<file path="src/rtl/fec_rx_pkt_ctrl.sv">
// Packet-level sequencer for the FEC receive chain.
// Issues the decoder start pulse, accepts the header length, steers decoded bytes
// into the RX packet buffer and closes each packet with one done pulse and status.
//
//  state    | meaning
//  ---------+-----------------------------------------------------------------
//  IDLE     | no packet in flight; waits for pkt_start (or one latched in DONE)
//  WAIT_HDR | decoder started, waiting for a header length; timer running
//  DATA     | payload bytes forwarded to the RX buffer; timer running
//  DONE     | single cycle: rx_done pulse, rx_status valid
module fec_rx_pkt_ctrl #(
    parameter int TIMEOUT_CYC = 262144,
    parameter int MAX_NBYTE   = 16383,
    parameter int ACK_NBYTE   = 24
) (
    input  logic        clk_i,
    input  logic        rst_i,
    input  logic        pkt_start_i,
    input  logic        hdr_vld_i,
    input  logic [13:0] hdr_nbyte_i,
    input  logic        dec_we_i,
    input  logic [7:0]  dec_byte_i,
    output logic        dec_start_o,
    output logic        in_dec_o,
    output logic        buf_we_o,
    output logic [13:0] buf_addr_o,
    output logic [7:0]  buf_data_o,
    output logic        rx_done_o,
    output logic [1:0]  rx_status_o,
    output logic        ack_pkt_o
);

    typedef enum logic [1:0] {IDLE, WAIT_HDR, DATA, DONE} state_e;

    localparam logic [23:0] TIMER_TC = 24'(TIMEOUT_CYC - 1);
    localparam logic [1:0]  ST_OK    = 2'b00;
    localparam logic [1:0]  ST_TMO   = 2'b01;
    localparam logic [1:0]  ST_HERR  = 2'b10;

    state_e      state_q, state_d;
    logic [13:0] byte_cnt_q, byte_cnt_d;
    logic [13:0] nbyte_q, nbyte_d;
    logic [23:0] timer_q, timer_d;
    logic        dec_start_q, dec_start_d;
    logic        rx_done_q, rx_done_d;
    logic [1:0]  rx_status_q, rx_status_d;
    logic        ack_pkt_q, ack_pkt_d;
    logic        start_pend_q, start_pend_d;

    logic        start_now;
    logic        finish;
    logic [1:0]  fin_status;
    logic        hdr_ok;
    logic        last_wr;
    logic        timer_tc;
    logic        in_data;

    assign hdr_ok   = (hdr_nbyte_i != 14'd0) && (int'(hdr_nbyte_i) <= MAX_NBYTE);
    assign last_wr  = dec_we_i && (byte_cnt_q == (nbyte_q - 14'd1));
    assign timer_tc = (timer_q == TIMER_TC);
    assign in_data  = (state_q == DATA);

    // Buffer port is transparent to the decoder only while a payload is being accepted.
    assign buf_we_o    = in_data && dec_we_i;
    assign buf_addr_o  = in_data ? byte_cnt_q : 14'd0;
    assign buf_data_o  = in_data ? dec_byte_i : 8'd0;
    assign in_dec_o    = (state_q == WAIT_HDR) || (state_q == DATA);
    assign dec_start_o = dec_start_q;
    assign rx_done_o   = rx_done_q;
    assign rx_status_o = rx_status_q;
    assign ack_pkt_o   = ack_pkt_q;

    // Next-state logic: packet progress, termination cause and restart handling.
    always_comb begin
        state_d      = state_q;
        byte_cnt_d   = byte_cnt_q;
        nbyte_d      = nbyte_q;
        timer_d      = timer_q;
        dec_start_d  = 1'b0;
        rx_done_d    = 1'b0;
        rx_status_d  = rx_status_q;
        ack_pkt_d    = ack_pkt_q;
        start_pend_d = start_pend_q;
        start_now    = 1'b0;
        finish       = 1'b0;
        fin_status   = ST_OK;

        case (state_q)
            IDLE: begin
                if (pkt_start_i || start_pend_q) start_now = 1'b1;
            end
            WAIT_HDR: begin
                if (pkt_start_i) begin
                    start_now = 1'b1;
                end else if (hdr_vld_i) begin
                    if (hdr_ok) begin
                        nbyte_d   = hdr_nbyte_i;
                        ack_pkt_d = (int'(hdr_nbyte_i) == ACK_NBYTE);
                        state_d   = DATA;
                        if (!timer_tc) timer_d = timer_q + 24'd1;
                    end else begin
                        finish     = 1'b1;
                        fin_status = ST_HERR;
                    end
                end else if (timer_tc) begin
                    finish     = 1'b1;
                    fin_status = ST_TMO;
                end else begin
                    timer_d = timer_q + 24'd1;
                end
            end
            DATA: begin
                // Completion is checked before timeout so a final write on the
                // terminal cycle still reports OK.
                if (pkt_start_i) begin
                    start_now = 1'b1;
                end else if (last_wr) begin
                    finish     = 1'b1;
                    fin_status = ST_OK;
                end else if (timer_tc) begin
                    finish     = 1'b1;
                    fin_status = ST_TMO;
                end else begin
                    timer_d = timer_q + 24'd1;
                    if (dec_we_i) byte_cnt_d = byte_cnt_q + 14'd1;
                end
            end
            DONE: begin
                state_d = IDLE;
                if (pkt_start_i) start_pend_d = 1'b1;
            end
            default: state_d = IDLE;
        endcase

        if (finish) begin
            state_d     = DONE;
            rx_done_d   = 1'b1;
            rx_status_d = fin_status;
        end

        if (start_now) begin
            state_d      = WAIT_HDR;
            dec_start_d  = 1'b1;
            timer_d      = 24'd0;
            byte_cnt_d   = 14'd0;
            nbyte_d      = 14'd0;
            ack_pkt_d    = 1'b0;
            start_pend_d = 1'b0;
        end
    end

    // State and registered outputs; reset overrides everything.
    always_ff @(posedge clk_i) begin
        if (rst_i) begin
            state_q      <= IDLE;
            byte_cnt_q   <= 14'd0;
            nbyte_q      <= 14'd0;
            timer_q      <= 24'd0;
            dec_start_q  <= 1'b0;
            rx_done_q    <= 1'b0;
            rx_status_q  <= ST_OK;
            ack_pkt_q    <= 1'b0;
            start_pend_q <= 1'b0;
        end else begin
            state_q      <= state_d;
            byte_cnt_q   <= byte_cnt_d;
            nbyte_q      <= nbyte_d;
            timer_q      <= timer_d;
            dec_start_q  <= dec_start_d;
            rx_done_q    <= rx_done_d;
            rx_status_q  <= rx_status_d;
            ack_pkt_q    <= ack_pkt_d;
            start_pend_q <= start_pend_d;
        end
    end

endmodule

</file>
<file path="config.mk">
export PLATFORM = sky130hd
export DESIGN_NAME = fec_rx_pkt_ctrl
export DESIGN_NICKNAME = d
export VERILOG_FILES = /design/src/rtl/fec_rx_pkt_ctrl.sv
export SDC_FILE = /design/constraint.sdc
export NUM_CORES = 1
export LEC_CHECK = 0
export CAP_MARGIN = 20
export CORE_MARGIN = 5
export CORE_UTILIZATION = 51
export CTS_BUF_LIST = sky130_fd_sc_hd__clkbuf_4
export CTS_CLUSTER_DIAMETER = 30
export DETAILED_ROUTE_END_ITERATION = 10
export PLACE_DENSITY = 0.79
export SYNTH_ARGS = -nofsm -noshare
export SYNTH_HDL_FRONTEND = slang
export SYNTH_SLANG_ARGS = --single-unit
</file>
<file path="constraint.sdc">
create_clock -name clk_i -period 2.56 [get_ports clk_i]
set_input_delay 0.512 -clock clk_i [delete_from_list [all_inputs] [get_ports clk_i]]
set_output_delay 0.512 -clock clk_i [all_outputs]
set_load 0.02 [all_outputs]
</file>
==> metrics.yaml <==
synthesis:
  synth_flop_cell: "dfxtp_1"
  async_reset_ff_share_pct: 0
  synth_cells: 448
  yosysSeqAreaShare_pct: 33.60
  avgSynthCellArea_um2: 7.979
  yosys.area.top_type: "dfxtp_1"
  yosysTopAreaCellShare_pct: 33.60
  syn_nets: 483
  synth_seq_cells: 60
  ys_top_cells_by_area: "dfxtp_1 34%, nor2_1 6.5%, and2_1 5.3%"
  synth_edf_count: 0
  synth_area_um2: 3575
  yosys_warnings: 0
  synth_cell_type_count: 52
placement:
  port_buffers: 55
  dp.final_hpwl_um: 7317
  gp_congestion: 0.8567
timing:
  min_period_ns: 2.853
  hold_violations: 0
  whs_ns: 0.4917
  worst_slack_ns: -0.2933
  finalCritPeriodShare_pct: 111.5
  setup_viol: 65
  fmax_mhz: 350.5
  skew_ns: 0.007311
  relSlewSlack_pct: 71.98
  worst_slew_pin_slew_ns: 0.4204
  slew_viol_final: 0
  rsz0062_at_grt: "yes"
floorplanning:
  chipHeight_um: 93.72
  die-area_um2: 8783
  row_count: 30
  initial_core_util_pct: 52.62
  pin_count: 56
  die_x_um: 93.72
  core_area_um2: 6794
critical_path:
  crit_path_max_fanout: 3
  reg2reg_to: "rx_status_o[0]"
  regToRegSetupSlack_ns: -0.29
  end_kind: "flop"
  crit_end: "rx_status_o[0]"
  cp.arrival_ns: 3.21
  worstSetupStartpointType: "flop"
  crit_type: "reg -> reg"
  rr_worst_depth: 9
  setup.worst_path.start: "nbyte_q[0]"
  required_ns: 2.91
  r2r-start: "nbyte_q[0]"
global_route:
  grt_first_pass_wirelength_um: 16860
  grt_overflow: 0
  antenna_found_initial: 0
  grt_usage_pct: 23.90
  grt_max_degree: 43
  grt_pass1_vias: 3667
status:
  status: "finished, violations left"
  violations: "setup timing"
route:
  wl_met3_um: 485
  drc: 0
  dr.pass1.iters: 6
  vias: 3714
  via_per_inst: 5.560
  wl_per_cell_um: 15.76
  dr_wl_met2_um: 5697
  drt_wl_total_um: 10530
  initialDrtViolationCount: 202
  detail-route-antenna-nets: 0
  met1Wirelength_um: 4138
  top_layer: "met4"
finish:
  fill_cells: 464
  syn_to_final_growth_pct: 44.24
  nets: 602
  layout-drive-gt1-share_pct: 25.17
  num_antenna_cells: 0
clock_network:
  insertion_delay_ns: 0.41
  cts_root_buf: "clkbuf_4"
  hold_buffers: 0
  cts_tree: "done"
  clock-sinks: 60
  cts_buffers: 9
  clk_pin_slew_ns: 0.10
  cts_htree_levels: 3
  cts_max_path_buffers: 2
pwr:
  power_leakage_nw: 2.135
  peakVddDrop_uv: 421.9
  p_total_mw: 1.932
  powerDensity_nw_per_um2: 374.7
job:
  timing.max_cap.violations: 0
min_path:
  hold_class: "reg -> reg"
[sequential cells by signal, summed over array words and instances, names as in the netlist]
register	cells
ack_pkt_o	1
dec_start_o	1
start_pend_q	1
byte_cnt_q	14
rx_done_o	1
nbyte_q	14
rx_status_o	2
timer_q	24
state_q	2
[stage by stage]
step | area, um^2 | utilization (%) | cells | setup TNS (ns) | setup WS (ns)
2_1_floorplan | 3632 | - | 448 | -2.259 | -0.1630
3_3_place_gp | 4713 | 69.37 | 642 | -13.27 | -0.6374
3_5_place_dp | 4713 | 69.37 | 642 | -16.43 | -0.6923
4_1_cts | 5015 | 73.81 | 667 | -6.758 | -0.2833
5_1_grt | 5156 | 75.89 | 668 | -14.91 | -0.3973
6_report | 5156 | 75.89 | 668 | -7.300 | -0.2933
[cells in the mapped netlist (12+ instances only)]
library cell and n:
a21oi_1 27, and2_1 30, clkbuf_1 16, dfxtp_1 60
inv_1 17, mux2i_1 14, nand2_1 28, nand3_1 26
nand4_1 12, nor2_1 62, xnor2_1 18, xor2_1 14
[kinds of logic (layout without fill, tap and decap cells)]
logic type / after synthesis / in the layout / synth area share [%]
XOR/XNOR: 32 / 32 / 7.840
AND/OR/NAND/NOR: 217 / 217 / 32.52
AO/OA/AOI/OAI: 75 / 75 / 14.35
flip-flops: 60 / 60 / 33.60
multiplexers: 15 / 15 / 4.235
adder cells (fa/ha/maj): 8 / 8 / 2.800
buffers and inverters: 41 / 165 / 4.655
[critical path: stages (launching register included)]
cell	delay (ns)
dfxtp_2	0.35
or4_4	0.53
or3_1	0.33
a211oi_2	0.21
o2111ai_2	0.18
o41ai_2	0.32
buf_4	0.17
a21oi_2	0.05
or4b_4	0.54
a21oi_2	0.12
[cells in the final DEF (no fill, tap or decap), types with 4 or more instances in the layout]
cell type / n
and3_1: 8
nor3_1: 7
mux2i_1: 14
xor2_1: 14
clkbuf_4: 9
nand3_1: 23
a21o_1: 6
a41o_1: 6
a31oi_1: 5
buf_6: 6
nor2_1: 61
dfxtp_1: 56
clkdlybuf4s50_1: 53
dfxtp_2: 4
a21oi_1: 18
buf_12: 4
nand4_1: 12
or3_1: 6
inv_1: 17
nor4_1: 9
nor2b_1: 7
nand2_1: 27
buf_4: 67
xnor2_1: 16
ha_1: 8
o21ai_0: 8
a21oi_2: 9
and2_1: 29
[where the power goes]
| part | internal (mW) | leakage (nW) | switching (mW) | total (mW) |
|---|---|---|---|---|
| sequential | 0.943 | 0.486 | 0.00966 | 0.953 |
| clock | 0.292 | 0.0693 | 0.369 | 0.661 |
| combinational | 0.149 | 1.58 | 0.169 | 0.318 |
[layout make-up]
type	instances	area (um^2)	area share (%)
sequential	60	1206	23.39
inverter	17	63.81	1.238
clock buffer	9	67.56	1.310
clock inverter	7	67.56	1.310
timing repair buffer	132	1202	23.32
multi-input combinational	347	2429	47.10
tap	96	120.1	2.330
[worst min-delay path by stage]
stage	from	endpoint	slack [ns]	cells after the start
after floorplan	start_pend_q	start_pend_q	0.43	2
after global placement	start_pend_q	start_pend_q	0.45	2
after detailed placement	timer_q[14]	timer_q[14]	0.48	2
after CTS	timer_q[14]	timer_q[14]	0.49	2
after global routing	timer_q[14]	timer_q[14]	0.52	2
final	timer_q[14]	timer_q[14]	0.49	2
[per-layer routing]
metal | GRT usage (%) | vias to the layer above
met2 | 44.06 | 110
met1 | 27.05 | 1773
met5 | 0 | -
met4 | 9.146 | 0
met3 | 4.327 | 21
li1 | - | 1810
[timing repair]
action                     in CTS  in global routing
setup endpoints to repair      65                 66
gates resized for setup        25                 25
buffers inserted                9                  1
pin swaps                      20                 15
Power figures use the tool's default switching activity.
